===== src/rtl/mem_pkg.sv =====
// Shared definitions for the MEM-stage load/store unit: access size codes,
// word-offset width and the LSU state type.
package mem_pkg;

  localparam logic [1:0] SIZE_B = 2'b00;
  localparam logic [1:0] SIZE_H = 2'b01;
  localparam logic [1:0] SIZE_W = 2'b10;

  // Byte-offset bits within a 32-bit word.
  localparam int unsigned WOFF_W = 2;

  typedef enum logic [1:0] {
    ST_IDLE,
    ST_READ,
    ST_WRITE,
    ST_RESP
  } lsu_state_t;

endpackage


===== src/rtl/lsu_align.sv =====
// Combinational lane logic: misalignment check on the incoming request,
// load lane extract with sign/zero extension, and store lane merge.
module lsu_align
  import mem_pkg::*;
(
  input  logic [1:0]        chk_size,
  input  logic [WOFF_W-1:0] chk_off,
  output logic              misalign,
  input  logic [1:0]        size,
  input  logic              is_unsigned,
  input  logic [WOFF_W-1:0] off,
  input  logic [31:0]       rdata,
  input  logic [31:0]       wdata,
  output logic [31:0]       load_data,
  output logic [31:0]       merged
);

  logic [4:0]  shamt;
  logic [31:0] shifted;
  logic [31:0] mask;

  always_comb begin
    case (chk_size)
      SIZE_B:  misalign = 1'b0;
      SIZE_H:  misalign = chk_off[0];
      SIZE_W:  misalign = (chk_off != '0);
      default: misalign = 1'b1;
    endcase
  end

  // Halfword accesses are known aligned here, so off*8 is also the half shift.
  always_comb begin
    shamt     = {off, 3'b000};
    shifted   = rdata >> shamt;
    mask      = '0;
    load_data = rdata;
    merged    = wdata;
    case (size)
      SIZE_B: begin
        load_data = {{24{~is_unsigned & shifted[7]}}, shifted[7:0]};
        mask      = 32'h0000_00FF << shamt;
        merged    = (rdata & ~mask) | ((wdata & 32'h0000_00FF) << shamt);
      end
      SIZE_H: begin
        load_data = {{16{~is_unsigned & shifted[15]}}, shifted[15:0]};
        mask      = 32'h0000_FFFF << shamt;
        merged    = (rdata & ~mask) | ((wdata & 32'h0000_FFFF) << shamt);
      end
      default: ;
    endcase
  end

endmodule


===== src/rtl/mem_stage_lsu.sv =====
// MEM-stage load/store unit: turns byte/half/word requests into word accesses
// on a word-addressed memory, using read-modify-write for sub-word stores.
module mem_stage_lsu
  import mem_pkg::*;
#(
  parameter int unsigned ADDR_W = 32,
  parameter int unsigned DATA_W = 32
) (
  input  logic              clk,
  input  logic              rst_n,
  input  logic              req_valid,
  output logic              req_ready,
  input  logic              req_we,
  input  logic [1:0]        req_size,
  input  logic              req_unsigned,
  input  logic [ADDR_W-1:0] req_addr,
  input  logic [DATA_W-1:0] req_wdata,
  output logic              resp_valid,
  output logic [DATA_W-1:0] resp_rdata,
  output logic              resp_misalign,
  output logic              mem_write,
  output logic [ADDR_W-1:0] mem_addr,
  output logic [DATA_W-1:0] mem_wdata,
  input  logic [DATA_W-1:0] mem_rdata
);

  lsu_state_t        state, state_next;
  logic              we_q, uns_q;
  logic [1:0]        size_q;
  logic [ADDR_W-1:0] addr_q;
  logic [DATA_W-1:0] wdata_q, wbuf;
  logic              accept, req_mis;
  logic [DATA_W-1:0] load_data, merged;

  lsu_align u_align (
    .chk_size    (req_size),
    .chk_off     (req_addr[WOFF_W-1:0]),
    .misalign    (req_mis),
    .size        (size_q),
    .is_unsigned (uns_q),
    .off         (addr_q[WOFF_W-1:0]),
    .rdata       (mem_rdata),
    .wdata       (wdata_q),
    .load_data   (load_data),
    .merged      (merged)
  );

  assign accept   = req_valid && (state == ST_IDLE);
  assign mem_addr = {addr_q[ADDR_W-1:WOFF_W], {WOFF_W{1'b0}}};

  always_ff @(posedge clk or negedge rst_n) begin
    if (!rst_n) state <= ST_IDLE;
    else        state <= state_next;
  end

  always_comb begin
    state_next = state;
    req_ready  = 1'b0;
    resp_valid = 1'b0;
    mem_write  = 1'b0;
    mem_wdata  = '0;
    case (state)
      ST_IDLE: begin
        req_ready = 1'b1;
        if (req_valid) begin
          if (req_mis)                            state_next = ST_RESP;
          else if (req_we && req_size == SIZE_W)  state_next = ST_WRITE;
          else                                    state_next = ST_READ;
        end
      end
      ST_READ:  state_next = we_q ? ST_WRITE : ST_RESP;
      ST_WRITE: begin
        mem_write  = 1'b1;
        mem_wdata  = wbuf;
        state_next = ST_RESP;
      end
      ST_RESP: begin
        resp_valid = 1'b1;
        state_next = ST_IDLE;
      end
      default: state_next = ST_IDLE;
    endcase
  end

  // Response registers are loaded on the edge entering RESP, so they hold until the next one.
  always_ff @(posedge clk or negedge rst_n) begin
    if (!rst_n) begin
      we_q          <= 1'b0;
      uns_q         <= 1'b0;
      size_q        <= '0;
      addr_q        <= '0;
      wdata_q       <= '0;
      wbuf          <= '0;
      resp_rdata    <= '0;
      resp_misalign <= 1'b0;
    end else begin
      case (state)
        ST_IDLE: if (accept) begin
          we_q    <= req_we;
          uns_q   <= req_unsigned;
          size_q  <= req_size;
          addr_q  <= req_addr;
          wdata_q <= req_wdata;
          wbuf    <= req_wdata;
          if (req_mis) begin
            resp_rdata    <= '0;
            resp_misalign <= 1'b1;
          end
        end
        ST_READ: begin
          if (we_q) begin
            wbuf <= merged;
          end else begin
            resp_rdata    <= load_data;
            resp_misalign <= 1'b0;
          end
        end
        ST_WRITE: begin
          resp_rdata    <= '0;
          resp_misalign <= 1'b0;
        end
        default: ;
      endcase
    end
  end

endmodule


===== config.mk =====
export PLATFORM = sky130hd
export DESIGN_NAME = mem_stage_lsu
export DESIGN_NICKNAME = d
export VERILOG_FILES = /design/src/rtl/mem_pkg.sv /design/src/rtl/lsu_align.sv /design/src/rtl/mem_stage_lsu.sv
export SDC_FILE = /design/constraint.sdc
export NUM_CORES = 1
export LEC_CHECK = 0
export ABC_AREA = 1
export CAP_MARGIN = 20
export CORE_MARGIN = 3
export CORE_UTILIZATION = 35
export CTS_BUF_LIST = sky130_fd_sc_hd__clkbuf_2
export DETAILED_ROUTE_END_ITERATION = 8
export SETUP_SLACK_MARGIN = 0.02
export SLEW_MARGIN = 20
export SYNTH_ARGS = -nofsm -noshare
export SYNTH_HDL_FRONTEND = slang
export SYNTH_SLANG_ARGS = --single-unit

===== constraint.sdc =====
create_clock -name clk -period 3 [get_ports clk]
set_input_delay 0.45 -clock clk [delete_from_list [all_inputs] [get_ports clk]]
set_output_delay 0.45 -clock clk [all_outputs]
set_load 0.05 [all_outputs]

==> flow_summary.toml <==
[power_and_ir_drop]
p_leak_nw = 5.33
finalPower_mw = 11.9
vdd_ir_drop_max_v = 0.000689
power.density_nw_per_um2 = 1130

[placement]
port_buffers = 200
hpwl_um = 17500
pre_cts_slack_ns = 0.610
place_area_um2 = 10200
gp_congestion = 0.875
dp.cells = 1513

[layout]
fin_cells = 1547
drive_gt1_share_pct = 9.79
n_fill_cell = 2251
multi_input_area_um2 = 3670
syn_to_final_growth_pct = 32.2
finalNetCount = 1366
final_area_um2 = 10500
seq_area_um2 = 3380

[global_routing]
antenna_found_initial = 1
grt.overflow.total = 0
grt_pass1_wl_um = 38400
track_usage_pct = 19.7
grt_max_degree = 65
grt_pass1_vias = 7114

[clocking]
clk_latency_ns = 0.72
htree_num_levels = 4
root_buffer = "clkbuf_2"
clockBufferDepth = 2
clock-sinks = 135
cts_tree = "built"
cts_inserted_buffers = 17
cts.reportedPaths.clkPinSlew_ns = 0.23

[yosys]
ys.warnings.count = 0
synth_top_cell_area_share_pct = 42.6
yosysSeqAreaShare_pct = 42.6
syn_avg_cell_area_um2 = 7.14
yosys_register_bits = 135
yosys-top-cells-area = "dfrtp_1, nand2_1, nand3_1, a21oi_1, mux2_2"
netlist_area_um2 = 7940
syn_inst = 1112
synth_top_area_cell = "dfrtp_1"
synthDistinctLibCells = 25

[critical_path]
required_ns = 2.55
slowest_stage = "dfrtp_1"
crit_fanout = 33
cpMostUsedCell = "inv_1"
crit_path_cell_trace = "inv_1 > ha_1 > buf_6 > nand2_1 > inv_1 > buf_12"
slowest_delay_ns = 0.47
arrival_ns = 2.26
start_kind = "flip-flop"
end_kind = "primary output"
critPathKind = "reg -> out"

[timing]
slew_headroom_pct = 36.2
maxClockFrequency_ghz = 0.369
setup_viol = 0
hold_viol = 0
setup-tns-final_ns = 0
tightest_slew_ns = 0.954
min_period_ns = 2.71
drv_slew = 0
finClkSkew_ns = 0.0385
fin_crit_sh_pct = 90.4
setup_slack_ns = 0.288
rsz0062_at_grt = "no"

[route]
vias = 7485
vias_per_cell = 4.84
first_pass_iters = 5
postRouteAntennaNets = 0
first_iter_violations = 528
wire_per_inst_um = 15.6
drc = 0
wirelength_um = 24200

[die]
die_h_um = 157
initial_core_util_pct = 36.0
die_width_um = 157
dieArea_um2 = 24500
core_um2 = 22000
num_rows = 54
num_io_pins = 203

[job]
drv_cap = 0

[status]
status = "finished, final reports clean"

[hold_path]
hp-class = "in -> async"
## area by class of cell
| type | instances | area share [%] |
|---|---|---|
| multi-input combinational | 786 | 35.0 |
| sequential | 135 | 32.2 |
| timing repair buffer | 217 | 23.7 |
| inverter | 96 | 3.44 |
| tap | 280 | 3.34 |
| clock inverter | 14 | 1.44 |
| clock buffer | 18 | 0.859 |
| antenna | 1 | 0.0239 |
## report_power, final
group | total, mW | switching, mW | internal [mW]
Combinational | 7.64 | 4.96 | 2.68
Sequential | 3.13 | 0.537 | 2.59
Clock | 1.12 | 0.725 | 0.393
## synth_stat cells (all sizes together)
| cell type | number |
|---|---|
| mux2 | 31 |
| a21oi | 76 |
| o211ai | 10 |
| o21a | 1 |
| o21ai | 58 |
| dfrtp | 135 |
| inv | 96 |
| ha | 10 |
| nand3b | 2 |
| nor3 | 1 |
| conb | 1 |
| nand2 | 430 |
| o22ai | 15 |
| nand3 | 88 |
| nor2 | 62 |
| clkbuf | 24 |
| buf | 72 |
## state kept, by name (all words and copies together), names as in the netlist
| signal | flops |
|---|---|
| resp_misalign | 1 |
| we_q | 1 |
| wdata_q | 32 |
| state | 2 |
| wbuf | 32 |
| resp_rdata | 32 |
| uns_q | 1 |
| addr_q | 32 |
| size_q | 2 |
## cells by family after synthesis
family | after synthesis | synth area share (%)
fa+ha+maj | 10 | 1.58
mux | 31 | 4.40
flops | 135 | 42.6
other cells | 1 | 0.0473
buf+inv | 192 | 11.4
compound gates | 160 | 10.7
simple gates | 583 | 29.4
## critical path: cells and delay by family, from the launching register on
family | cells | cell delay (ns)
buf+inv | 4 | 0.72
flops | 1 | 0.47
fa+ha+maj | 1 | 0.26
simple gates | 1 | 0.08
## placed cells by master (no fill, tap or decap), types with 6 or more instances in the layout
master           synthesis  routed
a21oi_1                 76      76
buf_12                   0      35
buf_4                   37      13
clkbuf_2                 0      19
clkdlybuf4s50_1          0     165
clkinv_4                 0       6
dfrtp_1                135     135
ha_1                    10      10
inv_1                   92      92
mux2_2                  31      31
nand2_1                428     427
nand3_1                 87      87
nor2_1                  59      59
o211ai_1                10      10
o21ai_0                 57      57
o22ai_1                 15      15
## metrics by stage
step,util [%],hold WS (ns)
after floorplan,-,0.154
after global placement,46.5,0.460
after detailed placement,46.5,0.465
after CTS,47.6,0.209
after global routing,47.6,0.207
final,47.6,0.241
## routing by layer
metal / up-vias / global-route usage, % / wire length [um]
li1: 3770 / - / -
met5: - / 0 / 0
met4: 0 / 4.09 / 272
met2: 296 / 29.5 / 10400
met3: 21 / 7.13 / 2270
met1: 3398 / 27.6 / 11200
## path summary, 6_finish.rpt
kind,slack [ns],cells past startpoint,end,start
min in group clk,0.28,3,wdata_q[20],req_wdata[20]
worst max-delay path,0.29,6,mem_wdata[10],state[0]
worst max register to register,0.68,8,wbuf[13],state[0]
worst min register to register,0.50,2,resp_rdata[11],resp_rdata[11]
max in group asynchronous,1.98,3,addr_q[22],rst_n
worst min-delay path,0.24,2,resp_rdata[3],rst_n
## what timing repair did
item | 4_1_cts | 5_1_grt
buffers inserted | 0 | 0
hold endpoints to repair | 62 | 0
hold buffers | 1 | 0
resized for setup | 1 | 3
setup endpoints to repair | 1 | 33
No activity file was read; power rests on OpenSTA's default activity.
